==> config.mk <==
export PLATFORM = sky130hd
export DESIGN_NAME = ps2_key_decoder
export DESIGN_NICKNAME = d
export VERILOG_FILES = /design/src/rtl/ps2_key_decoder.sv
export SDC_FILE = /design/constraint.sdc
export NUM_CORES = 1
export LEC_CHECK = 0
export CORE_MARGIN = 2
export CORE_UTILIZATION = 55
export DETAILED_ROUTE_END_ITERATION = 8
export PLACE_DENSITY = 0.76
export SLEW_MARGIN = 20
export SYNTH_ARGS = -nofsm -noshare
export SYNTH_HDL_FRONTEND = slang
export SYNTH_SLANG_ARGS = --single-unit
==> constraint.sdc <==
create_clock -name Clk -period 2.1 [get_ports Clk]
set_input_delay 0.315 -clock Clk [delete_from_list [all_inputs] [get_ports Clk]]
set_output_delay 0.315 -clock Clk [all_outputs]
set_load 0.01 [all_outputs]
==> src/rtl/ps2_key_decoder.sv <==
// PS/2 keyboard receiver: input conditioning, 11-bit frame deframing and
// make/break/extended interpretation into a "last held key" view.
module ps2_key_decoder #(
    parameter int FILTER_LEN     = 8,
    parameter int TIMEOUT_CYCLES = 100000
) (
    input  logic       Clk,
    input  logic       Reset,
    input  logic       PS2_CLK,
    input  logic       PS2_DAT,
    output logic [7:0] keycode,
    output logic       keyPress,
    output logic       keyExtended,
    output logic [7:0] scanByte,
    output logic       scanValid,
    output logic       frameErr
);

    localparam int FCW = $clog2(FILTER_LEN + 1);
    localparam int TCW = $clog2(TIMEOUT_CYCLES + 1);

    typedef enum logic [0:0] {IDLE = 1'b0, RECV = 1'b1} state_t;

    // Odd parity over data plus parity bit, and the stop bit must be high.
    function automatic logic frame_ok(input logic [7:0] data, input logic par, input logic stop);
        return (^{data, par}) & stop;
    endfunction

    // Synchronizers idle high so reset does not fabricate an edge.
    logic           clk_meta_q, clk_sync_q, dat_meta_q, dat_sync_q;
    logic           filt_clk_q, filt_clk_d;
    logic [FCW-1:0] filt_cnt_q, filt_cnt_d;
    logic           fall_s;
    state_t         state_q, state_d;
    logic [3:0]     bit_cnt_q, bit_cnt_d;
    logic [7:0]     data_q, data_d;
    logic           par_q, par_d;
    logic [TCW-1:0] tmo_q, tmo_d;
    logic [7:0]     scan_byte_q, scan_byte_d;
    logic           scan_valid_q, scan_valid_d;
    logic           frame_err_q, frame_err_d;
    logic           brk_q, brk_d, ext_q, ext_d;
    logic [7:0]     keycode_q, keycode_d;
    logic           key_press_q, key_press_d;
    logic           key_ext_q, key_ext_d;

    // State register for synchronizers, filter, frame FSM and key state.
    always_ff @(posedge Clk) begin
        if (Reset) begin
            clk_meta_q   <= 1'b1;
            clk_sync_q   <= 1'b1;
            dat_meta_q   <= 1'b1;
            dat_sync_q   <= 1'b1;
            filt_clk_q   <= 1'b1;
            filt_cnt_q   <= '0;
            state_q      <= IDLE;
            bit_cnt_q    <= 4'd0;
            data_q       <= 8'h00;
            par_q        <= 1'b0;
            tmo_q        <= '0;
            scan_byte_q  <= 8'h00;
            scan_valid_q <= 1'b0;
            frame_err_q  <= 1'b0;
            brk_q        <= 1'b0;
            ext_q        <= 1'b0;
            keycode_q    <= 8'h00;
            key_press_q  <= 1'b0;
            key_ext_q    <= 1'b0;
        end else begin
            clk_meta_q   <= PS2_CLK;
            clk_sync_q   <= clk_meta_q;
            dat_meta_q   <= PS2_DAT;
            dat_sync_q   <= dat_meta_q;
            filt_clk_q   <= filt_clk_d;
            filt_cnt_q   <= filt_cnt_d;
            state_q      <= state_d;
            bit_cnt_q    <= bit_cnt_d;
            data_q       <= data_d;
            par_q        <= par_d;
            tmo_q        <= tmo_d;
            scan_byte_q  <= scan_byte_d;
            scan_valid_q <= scan_valid_d;
            frame_err_q  <= frame_err_d;
            brk_q        <= brk_d;
            ext_q        <= ext_d;
            keycode_q    <= keycode_d;
            key_press_q  <= key_press_d;
            key_ext_q    <= key_ext_d;
        end
    end

    // Glitch filter: accept a new clock level only after it persists; the
    // falling edge is flagged in the cycle the filtered level drops.
    always_comb begin
        filt_clk_d = filt_clk_q;
        filt_cnt_d = '0;
        fall_s     = 1'b0;
        if (clk_sync_q != filt_clk_q) begin
            if (filt_cnt_q == FCW'(FILTER_LEN - 1)) begin
                filt_clk_d = clk_sync_q;
                filt_cnt_d = '0;
                fall_s     = filt_clk_q;
            end else begin
                filt_cnt_d = filt_cnt_q + FCW'(1);
            end
        end else begin
            filt_cnt_d = '0;
        end
    end

    // Frame FSM next state: start bit enters RECV; stop edge or timeout leaves.
    always_comb begin
        state_d = state_q;
        case (state_q)
            IDLE: begin
                if (fall_s && !dat_sync_q) state_d = RECV;
                else                       state_d = IDLE;
            end
            RECV: begin
                if (fall_s && (bit_cnt_q == 4'd9))             state_d = IDLE;
                else if (!fall_s && (tmo_q == TCW'(TIMEOUT_CYCLES - 1))) state_d = IDLE;
                else                                           state_d = RECV;
            end
            default: state_d = IDLE;
        endcase
    end

    // Frame datapath: bit capture, timeout counting, completion pulses.
    always_comb begin
        bit_cnt_d    = bit_cnt_q;
        data_d       = data_q;
        par_d        = par_q;
        tmo_d        = '0;
        scan_byte_d  = scan_byte_q;
        scan_valid_d = 1'b0;
        frame_err_d  = 1'b0;
        case (state_q)
            IDLE: begin
                if (fall_s && !dat_sync_q) begin
                    bit_cnt_d = 4'd0;
                    data_d    = 8'h00;
                    par_d     = 1'b0;
                end else begin
                    bit_cnt_d = bit_cnt_q;
                end
            end
            RECV: begin
                if (fall_s) begin
                    bit_cnt_d = bit_cnt_q + 4'd1;
                    if (bit_cnt_q < 4'd8) begin
                        data_d[bit_cnt_q[2:0]] = dat_sync_q;
                    end else if (bit_cnt_q == 4'd8) begin
                        par_d = dat_sync_q;
                    end else begin
                        bit_cnt_d = 4'd0;
                        if (frame_ok(data_q, par_q, dat_sync_q)) begin
                            scan_valid_d = 1'b1;
                            scan_byte_d  = data_q;
                        end else begin
                            frame_err_d = 1'b1;
                        end
                    end
                end else if (tmo_q == TCW'(TIMEOUT_CYCLES - 1)) begin
                    frame_err_d = 1'b1;
                    bit_cnt_d   = 4'd0;
                end else begin
                    tmo_d = tmo_q + TCW'(1);
                end
            end
            default: bit_cnt_d = 4'd0;
        endcase
    end

    // Protocol layer: prefix flags and the last-held-key view.
    always_comb begin
        brk_d       = brk_q;
        ext_d       = ext_q;
        keycode_d   = keycode_q;
        key_press_d = key_press_q;
        key_ext_d   = key_ext_q;
        if (scan_valid_q) begin
            case (scan_byte_q)
                8'hE0: ext_d = 1'b1;
                8'hF0: brk_d = 1'b1;
                8'h00, 8'hAA, 8'hEE, 8'hFA, 8'hFE, 8'hFF: begin
                    brk_d = 1'b0;
                    ext_d = 1'b0;
                end
                default: begin
                    if (brk_q) begin
                        // Only releasing the key currently shown clears keyPress.
                        if ((scan_byte_q == keycode_q) && (ext_q == key_ext_q)) key_press_d = 1'b0;
                        else                                                    key_press_d = key_press_q;
                    end else begin
                        keycode_d   = scan_byte_q;
                        key_ext_d   = ext_q;
                        key_press_d = 1'b1;
                    end
                    brk_d = 1'b0;
                    ext_d = 1'b0;
                end
            endcase
        end else if (frame_err_q) begin
            brk_d = 1'b0;
            ext_d = 1'b0;
        end else begin
            brk_d = brk_q;
        end
    end

    assign keycode     = keycode_q;
    assign keyPress    = key_press_q;
    assign keyExtended = key_ext_q;
    assign scanByte    = scan_byte_q;
    assign scanValid   = scan_valid_q;
    assign frameErr    = frame_err_q;

endmodule

==> out/results.tsv, run 1 <==
metric	value	unit
register bit total from synthesis	62	
fraction of layout instances using a drive strength above 1	0.110	
Hold Path Stages	1	
Netlist cell types	46	
Yosys warnings	0	
Yosys top cell area share	0.422	
main area contributors after synthesis	dfxtp_1 (42%), xor2_1 (4.8%), nor2_1 (4.6%), xnor2_1 (4.2%), nand2b_1 (4.0%)	
slowest cell on the critical path	a2111oi_1	
clk_lat worst skew	0.34	ns
cell area after layout	3540	um^2
RSZ-0062 raised after global routing	true	
GRT Overall Usage	0.218	
TritonCTS Buffers	9	
worst-path fanout max	8	
Final Non-Filler Cells	434	
Pleak	0.00129	uW
initial antenna violation count	0	
final number of setup-violating endpoints	0	
H-tree Lvls	3	
number of synthesized flops with an enable pin	0	
initial core utilization	0.572	
WP depth	6	
drt pass-1 iters	4	
Final Max Tran Viols	0	
Post-DRT Antenna Nets	0	
critical path data required time	2.33	ns
delay of the slowest cell on the worst path	0.38	ns
WL/cell	13.3	um
DRC violation total after the first TritonRoute iteration	89	
fmax	0.524	GHz
final wirelength	5770	um
most common cell after layout, fill and taps aside	dfxtp_1	
R2R setup slack	0.19	ns
Worst VDD drop	0.000486	V
Reg2Reg Capture Point	bit_cnt_q[2]$_SDFFE_PP0P_	
Post-CTS Hold Buffers	0	
CTS sink cnt	62	
nets	368	
P&R area growth vs syn	20.4	%
kind of critical path	register to register	
Layout Utilization	0.688	
TritonCTS clock tree	yes	
routability cong.	0.818	
P per Cell Area	668	nW/um^2
Reg clk slew, reported paths	0.07	ns
Worst R2R Path Depth	6	
Seq/Total Area, Yosys	0.422	
Hold Crit Start	clk_meta_q$_SDFF_PP1_	
PortBufs	23	
ant diodes	0	
Reg2Reg Launch Point	filt_cnt_q[0]$_SDFF_PP0_	
DR vias	2351	
Core Rows	26	
CTS Buffer Depth	2	
fin crit period	1.91	ns
chip height	77.1	um
critical-path cell list	ha_1 > nand3b_1 > nor2_2 > a21oi_1 > a2111oi_1 > nor3_1	
DIE AREA	5940	um^2
DRC viols	0	
crit-path leading delay family	simple AND/OR/NAND/NOR gates	
dpl cell area	3300	um^2
pin count of the biggest net entering global routing	19	
Synth Flop Type	dfxtp_1	
status	finished, final reports clean	
vias in the first global route	2334	
most frequent cells in the layout	dfxtp_1 (62), nor2_1 (35), nand3_1 (23), clkdlybuf4s50_1 (23)	
total grt overflow	0	
first-pass GRT wire length	10400	um
Synth area leader	dfxtp_1	
CP Launch Type	register	
hpwl dp	4100	um
Slew @ Worst Pin	0.500	ns
Mapped Area	2940	um^2
HP Class	register to register	
maxcap violations	0	
Core ar.	5140	um^2
PnR Total Power	2360	uW
crit share post-route	0.909	
Root Driver	clkbuf_8	
post-synthesis async set-or-reset flop share	0	
Fin Setup TNS	0	ns
Layout fillers	464	
Worst Hold End	clk_sync_q$_SDFF_PP1_	
CP Capture Type	register	
critical path arrival	2.14	ns
Post-Synthesis Cells	327	
vias per inst	5.42	
Synth Net Count	336	
I/O pin count	24	
dpl cells	418	
CP bufs+invs	0	
relative slew slack	0.667	
width of the die	77.1	um
Final Skew	0.00772	ns
Fin. Hold Viols	0	
Syn Area/Cell	8.99	um^2
-- repair_timing --
item                                    CTS  global route
endpoints found under the setup margin    0            12
buffers inserted                          0             0
gates resized for setup                   0             5
-- sequential cells by signal (all words and copies together) (netlist names) --
name,flops
bit_cnt_q,4
brk_q,1
clk_meta_q,1
clk_sync_q,1
dat_meta_q,1
dat_sync_q,1
data_q,8
ext_q,1
filt_clk_q,1
filt_cnt_q,4
frameErr,1
keyExtended,1
keyPress,1
keycode,8
par_q,1
scanByte,8
scanValid,1
state_q,1
tmo_q,17
-- metal layers --
layer / vias up / global-route usage / routed length [um]
li1: 1208 / - / -
met1: 1096 / 0.269 / 2720
met2: 36 / 0.354 / 2760
met3: 11 / 0.0494 / 186
met4: 0 / 0.118 / 105
met5: - / 0 / 0
-- final cells by class --
| type | instances | area (um^2) | area share |
|---|---|---|---|
| inverter | 11 | 41.3 | 0.0117 |
| sequential | 62 | 1240 | 0.351 |
| timing repair buffer | 33 | 318 | 0.0898 |
| clock inverter | 7 | 98.8 | 0.0279 |
| multi-input combinational | 242 | 1630 | 0.460 |
| tap | 70 | 87.6 | 0.0248 |
| clock buffer | 9 | 124 | 0.0350 |
-- worst register-to-register path, stage by stage (launching register included) --
cell	delay [ns]
dfxtp_1	0.36
ha_1	0.19
nand3b_1	0.27
nor2_2	0.33
a21oi_1	0.17
a2111oi_1	0.38
nor3_1	0.09
-- power breakdown --
group          total [uW]  switching [uW]  internal (uW)
Sequential           1180            1.64           1180
Clock                1150             478            671
Combinational        34.3            18.4           15.9
-- worst max-delay path by stage --
stage                              from                         to  slack [ns]
6_report       filt_cnt_q[0]$_SDFF_PP0_  bit_cnt_q[2]$_SDFFE_PP0P_        0.19
5_1_grt        filt_cnt_q[0]$_SDFF_PP0_  bit_cnt_q[2]$_SDFFE_PP0P_       -0.01
4_1_cts        filt_cnt_q[0]$_SDFF_PP0_  bit_cnt_q[2]$_SDFFE_PP0P_        0.16
3_5_place_dp   filt_cnt_q[0]$_SDFF_PP0_  bit_cnt_q[2]$_SDFFE_PP0P_        0.17
3_3_place_gp        tmo_q[5]$_SDFF_PP0_  bit_cnt_q[2]$_SDFFE_PP0P_        0.21
2_1_floorplan  filt_cnt_q[0]$_SDFF_PP0_       tmo_q[12]$_SDFF_PP0_        0.32
-- through the flow --
| stage | setup WS (ns) | hold WS, ns |
|---|---|---|
| 3_5_place_dp | 0.173 | 0.402 |
| 2_1_floorplan | 0.324 | 0.383 |
| 6_report | 0.192 | 0.411 |
| 4_1_cts | 0.163 | 0.414 |
| 3_3_place_gp | 0.205 | 0.386 |
| 5_1_grt | -0.0103 | 0.437 |
-- cells by family (layout without fill, tap and decap cells) --
logic type               after synthesis  count (layout)  synth area share
AND/OR/NAND/NOR                      132             132             0.228
flip-flops                            62              62             0.422
AO/OA/AOI/OAI                         54              54             0.119
XOR/XNOR                              34              34             0.118
buffers and inverters                 23              60            0.0302
multiplexers                          17              17            0.0617
adder cells (fa/ha/maj)                5               5            0.0213
-- synthesized netlist by cell type, types with 3 or more instances --
| cell | count |
|---|---|
| o21ai_0 | 9 |
| xor2_1 | 16 |
| o21ai_1 | 4 |
| nor3_1 | 9 |
| and3_1 | 5 |
| mux2_1 | 9 |
| nor4_1 | 10 |
| nand2b_1 | 19 |
| clkbuf_1 | 9 |
| nand3_1 | 23 |
| nand2_1 | 15 |
| mux2i_1 | 8 |
| nor2_1 | 36 |
| dfxtp_1 | 62 |
| ha_1 | 5 |
| or2_1 | 4 |
| a22oi_1 | 9 |
| xnor2_1 | 14 |
| a21oi_1 | 20 |
| inv_1 | 9 |
| nand4_1 | 3 |
(Power assumes the default switching activity.)
==> run 2, diff against run 1 <==
CTS_BUF_LIST = sky130_fd_sc_hd__clkbuf_8   (was unset)
==> results of run 2 <==
The final DEF is identical to that of run 1; final timing and power are the same.
